### config.mk
export PLATFORM = sky130hd
export DESIGN_NAME = collision_probe
export DESIGN_NICKNAME = d
export VERILOG_FILES = /design/src/rtl/pong_pkg.sv /design/src/rtl/frame_tick.sv /design/src/rtl/collision_probe.sv
export SDC_FILE = /design/constraint.sdc
export NUM_CORES = 1
export LEC_CHECK = 0
export CELL_PAD_IN_SITES_DETAIL_PLACEMENT = 1
export CELL_PAD_IN_SITES_GLOBAL_PLACEMENT = 2
export CORE_ASPECT_RATIO = 1.5
export CORE_MARGIN = 3
export CORE_UTILIZATION = 33
export DETAILED_ROUTE_END_ITERATION = 8
export GPL_TIMING_DRIVEN = 0
export PLACE_DENSITY = 0.81
export SLEW_MARGIN = 10
export SYNTH_ARGS = -nofsm -noshare
export SYNTH_HDL_FRONTEND = slang
export SYNTH_SLANG_ARGS = --single-unit
### constraint.sdc
create_clock -name clk -period 4.05 [get_ports clk]
set_input_delay 0.6075 -clock clk [delete_from_list [all_inputs] [get_ports clk]]
set_output_delay 0.6075 -clock clk [all_outputs]
set_load 0.05 [all_outputs]
### src/rtl/pong_pkg.sv
// Shared pong definitions: collision bit indices, ball geometry and active video size.
package pong_pkg;

   localparam int COLL_X1 = 0;
   localparam int COLL_X2 = 1;
   localparam int COLL_Y1 = 2;
   localparam int COLL_Y2 = 3;

   localparam int BALL_SIZE = 8;
   localparam int H_ACTIVE  = 640;
   localparam int V_ACTIVE  = 480;

   typedef struct packed {
      logic [9:0] x;
      logic [9:0] y;
   } point_t;

   // Raster coordinates wrap modulo 1024; a wrapped point that is never scanned never hits.
   function automatic point_t probe_point(input logic [9:0] base_x, input logic [9:0] base_y,
                                          input logic [9:0] off_x, input logic [9:0] off_y);
      point_t p;
      p.x = base_x + off_x;
      p.y = base_y + off_y;
      return p;
   endfunction

endpackage

### src/rtl/frame_tick.sv
// One-cycle tick per frame: registered compare of the raster position against a mark,
// followed by a rising-edge detect so any clk-to-pixel ratio yields a single tick.
module frame_tick #(
   parameter int V_MARK = 480,
   parameter int H_MARK = 0
) (
   input  logic       clk,
   input  logic       rst,
   input  logic [9:0] h_cnt,
   input  logic [9:0] v_cnt,
   output logic       tick
);

   logic cmp;
   logic cmp_q;
   logic cmp_q2;

   assign cmp = (v_cnt == 10'(V_MARK)) && (h_cnt == 10'(H_MARK));

   always_ff @(posedge clk or negedge rst) begin
      if (!rst) begin
         cmp_q  <= 1'b0;
         cmp_q2 <= 1'b0;
      end else begin
         cmp_q  <= cmp;
         cmp_q2 <= cmp_q;
      end
   end

   assign tick = cmp_q & ~cmp_q2;

endmodule

### src/rtl/collision_probe.sv
// Per-frame ball collision detector: samples the bouncing-object flag at four probe points
// around the ball, publishes {Y2,Y1,X2,X1} once per frame. Optional axis holdoff: COLLISION_HOLDOFF_EN.
module collision_probe #(
   parameter int BALL_SIZE      = pong_pkg::BALL_SIZE,
   parameter int FRAME_V        = pong_pkg::V_ACTIVE,
   parameter int HOLDOFF_FRAMES = 2
) (
   input  logic       clk,
   input  logic       rst,
   input  logic [9:0] h_cnt,
   input  logic [9:0] v_cnt,
   input  logic       obj,
   input  logic [9:0] ball_x,
   input  logic [9:0] ball_y,
   input  logic       enable,
   output logic [3:0] coll,
   output logic       coll_valid
);

   import pong_pkg::*;

   localparam logic [9:0] SIZE_W = 10'(BALL_SIZE);
   localparam logic [9:0] HALF_W = 10'(BALL_SIZE / 2);

   logic [9:0] px;
   logic [9:0] py;
   logic [3:0] acc;
   logic [3:0] hits;
   logic [3:0] raw;
   logic [3:0] pub;
   logic       tick;
   point_t     probe [4];

   frame_tick #(
      .V_MARK (FRAME_V),
      .H_MARK (0)
   ) u_frame_tick (
      .clk   (clk),
      .rst   (rst),
      .h_cnt (h_cnt),
      .v_cnt (v_cnt),
      .tick  (tick)
   );

   always_comb begin
      probe[COLL_X1] = probe_point(px, py, 10'd0,  HALF_W);
      probe[COLL_X2] = probe_point(px, py, SIZE_W, HALF_W);
      probe[COLL_Y1] = probe_point(px, py, HALF_W, 10'd0);
      probe[COLL_Y2] = probe_point(px, py, HALF_W, SIZE_W);
   end

   always_comb begin
      hits = '0;
      for (int i = 0; i < 4; i++) begin
         hits[i] = enable && obj && (h_cnt == probe[i].x) && (v_cnt == probe[i].y);
      end
   end

   // A hit landing in the tick cycle belongs to the frame being closed.
   assign raw = acc | hits;

`ifdef COLLISION_HOLDOFF_EN
   localparam int CNT_W = (HOLDOFF_FRAMES > 0) ? $clog2(HOLDOFF_FRAMES + 1) : 1;

   logic [CNT_W-1:0] x_hold;
   logic [CNT_W-1:0] y_hold;

   always_comb begin
      pub = raw;
      if (x_hold != '0) begin
         pub[COLL_X1] = 1'b0;
         pub[COLL_X2] = 1'b0;
      end
      if (y_hold != '0) begin
         pub[COLL_Y1] = 1'b0;
         pub[COLL_Y2] = 1'b0;
      end
   end

   // Suppress an axis for a few frames after it reports, so a ball still overlapping
   // the object does not bounce twice.
   always_ff @(posedge clk or negedge rst) begin
      if (!rst) begin
         x_hold <= '0;
         y_hold <= '0;
      end else if (tick) begin
         if (x_hold != '0) begin
            x_hold <= x_hold - CNT_W'(1);
         end else if (raw[COLL_X1] || raw[COLL_X2]) begin
            x_hold <= CNT_W'(HOLDOFF_FRAMES);
         end
         if (y_hold != '0) begin
            y_hold <= y_hold - CNT_W'(1);
         end else if (raw[COLL_Y1] || raw[COLL_Y2]) begin
            y_hold <= CNT_W'(HOLDOFF_FRAMES);
         end
      end
   end
`else
   assign pub = raw;
`endif

   always_ff @(posedge clk or negedge rst) begin
      if (!rst) begin
         coll       <= '0;
         coll_valid <= 1'b0;
         acc        <= '0;
         px         <= '0;
         py         <= '0;
      end else begin
         coll_valid <= tick;
         if (tick) begin
            coll <= pub;
            acc  <= '0;
            px   <= ball_x;
            py   <= ball_y;
         end else if (enable) begin
            acc <= raw;
         end else begin
            acc <= '0;
         end
      end
   end

endmodule

Word-level counts from Yosys, hierarchy flattened
Index checks and enable logic that the tools add are counted.

RAM bits: 0. Latch bits: 0. Output and inout port bits: 5. Bits in read-only memories: 0. Register bits after elaboration: 31. Memories kept: 0. Input port bits: 44.

Reduce and logical (&&, ||, !) cells: 10. Multipliers: 0. Bitwise operators: 3. Equality and inequality tests: 7. Magnitude comparators: 0. Add/subtract/negate cells: 4. Muxes and demuxes: 2. Shift operators: 0. Div/mod/pow operators: 0.

Operators with widths (count): $eq 10x10->1 (6); $add 10x3->10 const B (2); $add 10x4->10 const B (2); $eq 10x9->1 const B (1); $logic_not 10->1 (1); $logic_and 1x1->1 (9); $mux 4 (2); $or 4x4->4 (1); $and 1x1->1 (1); $not 1->1 (1).

Logic depth before layout (Yosys ltp)
Word-level depth: 7. Depth in mapped cells: 8.

Modules after synthesis
Synthesis repeated with hierarchy kept, for this count alone.

Cells, all modules: 191. Area total of the unflattened synthesis: 2045.7 sq um.

Modules (own cells, without submodules): collision_probe (instances 1, area each 1920.6 sq um, cells an instance 180); frame_tick (instances 1, area each 125.1 sq um, cells an instance 11).

Least setup slack after synthesis
OpenSTA, ideal clock, no wires.

Path kind: register to register. Start: reg px[2]. End: reg coll[3]. Period minus slack after synthesis: 1.981 ns. Cell stages (with the launch flop): 9. Setup time: 0.073 ns. Required time: 3.977 ns. Arrival time: 1.908 ns. Slack: 2.069 ns. Path through: dfrtp_1 > ha_1 > buf_2 > a21bo_1 > a2111oi_2 > a31oi_1 > a211oi_2 > a41oi_2 > a21oi_2.

Cells in the longest elaborated chain, start to end: 5.

Ends and longest elaborated chain: start: declaration (line collision_probe.sv:25) `logic [9:0] px;`; start signal: assignment (line collision_probe.sv:115) `px <= ball_x;`; $add 10x3->10 (line pong_pkg.sv:22) `p.x = base_x + off_x;`; $eq 10x10->1 (line collision_probe.sv:55) `hits[i] = enable && obj && (h_cnt == probe[i].x) && (v_cnt == probe[i].y);`; $logic_and 1x1->1 (2 in series) (line collision_probe.sv:55); $or 4x4->4 (line collision_probe.sv:60) `assign raw = acc | hits;`; end signal: assignment (line collision_probe.sv:113) `coll <= pub;`; end: declaration (line collision_probe.sv:16) `output logic [3:0] coll,`.

No other way between the ends. A chain may end at the register's enable or synchronous reset.

Worst setup path after layout
Start: in h_cnt[8]. End: reg coll[3].

Cells in the longest elaborated chain, start to end: 4.

Ends and longest elaborated chain: start: declaration (line collision_probe.sv:10) `input logic [9:0] h_cnt,`; $eq 10x10->1 (line collision_probe.sv:55); $logic_and 1x1->1 (2 in series) (line collision_probe.sv:55); $or 4x4->4 (line collision_probe.sv:60).

No other way between the ends.

==> key figures <==
Logic synthesis
  • Synth top area share: 37.1%
  • Sequential share of the synthesized area: between 30% and 40%
  • Yosys top cell by area: dfrtp_1
  • XOR/XNOR share of the synthesized area: between 10% and 20%
  • Synthesis-stage register bit count: 31
  • Synthesized-area fraction occupied by adder cells: 2.40%
  • Avg Cell Area, Syn: 10.1 um^2
  • EDFF count, synth: 0
  • Share of flip-flops with an asynchronous set or reset: 100%
  • Mapped Nets: ~250
  • Synth unique cells: a little under 50
  • Post-synthesis compound-gate area fraction: between 10% and 20%
  • Top post-synthesis cells by area: dfrtp_1 (37%), mux2_2 (11%), xor2_1 (7.1%)
  • Ys flop type: dfrtp_1
  • Largest family of logic cells by synthesized area: simple AND/OR/NAND/NOR gates
  • Post-synthesis mux area share: around 11%
  • Syn Inst Count: about 210
  • Mapped Area: between 2000 and 2500 um^2
  • Syn. warnings: 0
  • Simple-Gate Fraction of Synth Area: 19.7%

Critical path
  • Reg2reg setup slack: ~1.7 ns
  • Crit. End Element: flip-flop
  • Worst R2R Start: px[2]
  • Crit Path Max Fanout: 7
  • R2r endpoint: coll[3]
  • WS Path Type: primary input to flip-flop
  • Crit-path cells: clkdlybuf4s50_1 > a21bo_1 > a2111oi_2 > a31oi_1 > a211oi_2 > a41oi_2 > a21oi_2
  • Crit path DAT: between 2 and 3 ns
  • Slowest stage delay, CP: about 0.6 ns
  • Cell with the largest stage delay on the worst path: clkdlybuf4s50_1
  • Critical path required time: 4.26 ns
  • R2R depth: 8
  • CP Launch Type: primary input

Timing
  • Final Hold Viols: 0
  • Final worst path period share: 59.6%
  • Pins Over Slew Limit: 0
  • Tmin final: 2.42 ns
  • Clock skew: around 0.0052 ns
  • Least-Margin Pin Slew: ~0.76 ns
  • Sum Neg Setup Slack: 0 ns
  • Achievable Freq: roughly 0.41 GHz
  • Final number of setup-violating endpoints: 0
  • Slew Limit Headroom: approximately half
  • RSZ-0062 raised after global routing: false

Clock network
  • Clk buf depth: 2
  • Clk_lat worst skew: around 0.28 ns
  • CTS tree: yes
  • Hold Buf Count CTS: 0
  • CTS clk-pin slew, worst paths: 0.07 ns
  • # clock sinks: 31
  • CTS root buf: clkbuf_8
  • H-tree Lvls: 2
  • # Post-CTS Setup Buffers: 0
  • CTS Buf Count: 5
  • Post-CTS resize count: 0

Pwr
  • Leak: around 0.0011 uW
  • Peak VDD IR: approximately 0.00014 V
  • Power Density: 231 nW/um^2

Global routing
  • Initial antenna violation count: 0
  • First-pass GRT wire length: ~9500 um
  • Grt ovf: 0
  • Largest net degree at the start of global routing: 32
  • GRT Util Overall: 16.8%
  • Vias in the first global route: around 1,900

Layout
  • Most frequent cells in the layout: clkdlybuf4s50_1 (46), dfrtp_1 (31), mux2_2 (20)
  • Most common cell after layout, fill and taps aside: clkdlybuf4s50_1
  • Fillers: roughly 700
  • Layout cell share with drive strength beyond 1: 16.1%
  • FF/Latch Area: 776 um^2
  • Area grow syn2layout: 30.6%
  • Final #Nets: ~310
  • Number of diodes: 0
  • Multi-input logic area: approximately 1300 um^2
  • Final core utilization: 45.8%

Drt
  • Routed vias: ~1,800
  • 1st-iter DRT viols: 26
  • DRC: 0
  • ANT nets after route: 0
  • Vias per inst: around 5.4
  • Avg WL per Cell: 17.2 um
  • Final wirelength: roughly 5700 um
  • DRT Pass-1 Iters: 3

Die
  • Initial core utilization: a little over a third
  • CORE AREA: between 5000 and 6000 um^2
  • Die Wd: about 71 um
  • Die Y: approximately 100 um
  • I/O pin cnt: ~50
  • Row count: 34
  • Die area: ~7300 um^2

Flow run
  • Max cap viols: 0

Placement
  • HPWL Detailed: 4660 um
  • PortBufs: 47
  • Final Wtd Congestion: about 0.81

Min path
  • HP Class: primary input to async pin

Outcome
  • Outcome: finished, final reports clean
## metal layers
layer,global-route usage (%),share of wire (%)
met1,17.5,39
met2,33.2,56
met3,2.32,2.9
met4,6.95,2.5
met5,0,0
## report_power, final
part / internal (uW) / switching [uW] / total [uW] / leakage, uW
sequential: 310 / 0.0159 / 310 / 0.000412
combinational: 51.3 / 37.8 / 89.1 / 0.000683
clock: 117 / 115 / 232 / 0.0000477
total: 478 / 152 / 631 / 0.00114
## per-stage QoR
step / hold slack, ns / area [um^2] / cells / setup slack (ns) / total power [uW]
final: 0.373 / 2730 / 333 / 1.63 / 631
after global routing: 0.396 / 2730 / 333 / 1.53 / 663
after CTS: 0.375 / 2730 / 333 / 1.62 / 642
after detailed placement: 0.356 / 2650 / 325 / 1.32 / 406
after global placement: 0.356 / 2650 / 325 / 1.35 / 406
after floorplan: 0.312 / 2090 / 206 / 2.07 / 345
## cells by family (layout without fill, tap and decap cells)
kind of cell	after synthesis	count (layout)
and+or+nand+nor	71	71
AOI/OAI and AO/OA	35	35
muxes	20	20
DFF	31	31
xor gates and xnor gates	34	34
buffers and inverters	11	66
adders and majority gates	4	4
## synthesized netlist by cell type, drive strengths merged, types with 5 or more instances
| cell | number |
|---|---|
| nand3 | 12 |
| nand2 | 7 |
| nor2 | 11 |
| buf | 8 |
| mux2 | 20 |
| and3 | 6 |
| xnor2 | 17 |
| nor3 | 5 |
| a21oi | 9 |
| xor2 | 17 |
| dfrtp | 31 |
| nor4 | 7 |
| o21ai | 6 |
## how the worst max path moves through the flow
| stage | start | endpoint | slack, ns | cells after the start |
|---|---|---|---|---|
| 3_3_place_gp | h_cnt[8] | coll[3] | 1.35 | 7 |
| 3_5_place_dp | h_cnt[8] | coll[3] | 1.32 | 7 |
| 6_report | h_cnt[8] | coll[3] | 1.63 | 7 |
| 2_1_floorplan | px[2] | coll[3] | 2.07 | 8 |
| 5_1_grt | h_cnt[8] | coll[3] | 1.53 | 7 |
| 4_1_cts | h_cnt[8] | coll[3] | 1.62 | 7 |
## worst max-delay path: cells and delay by family
| kind | cells | cell delay, ns |
|---|---|---|
| buffers and inverters | 1 | 0.59 |
| AO/OA/AOI/OAI | 6 | 1.43 |
## state kept, by name, summed over array words and instances, names as in the netlist
register,count
u_frame_tick.cmp_q2,1
u_frame_tick.cmp_q,1
acc,4
px,10
coll,4
py,10
coll_valid,1
## layout make-up
type                    instances  share of cell area, %
well taps                      72                   3.30
multi-input cells             164                   46.3
clock buffers                   5                   2.52
repair buffers                 47                   17.1
plain buffers                  10                   1.70
flip-flops and latches         31                   28.4
inverters                       1                  0.138
clock inverters                 3                  0.550
Power figures use the tool's default switching activity.
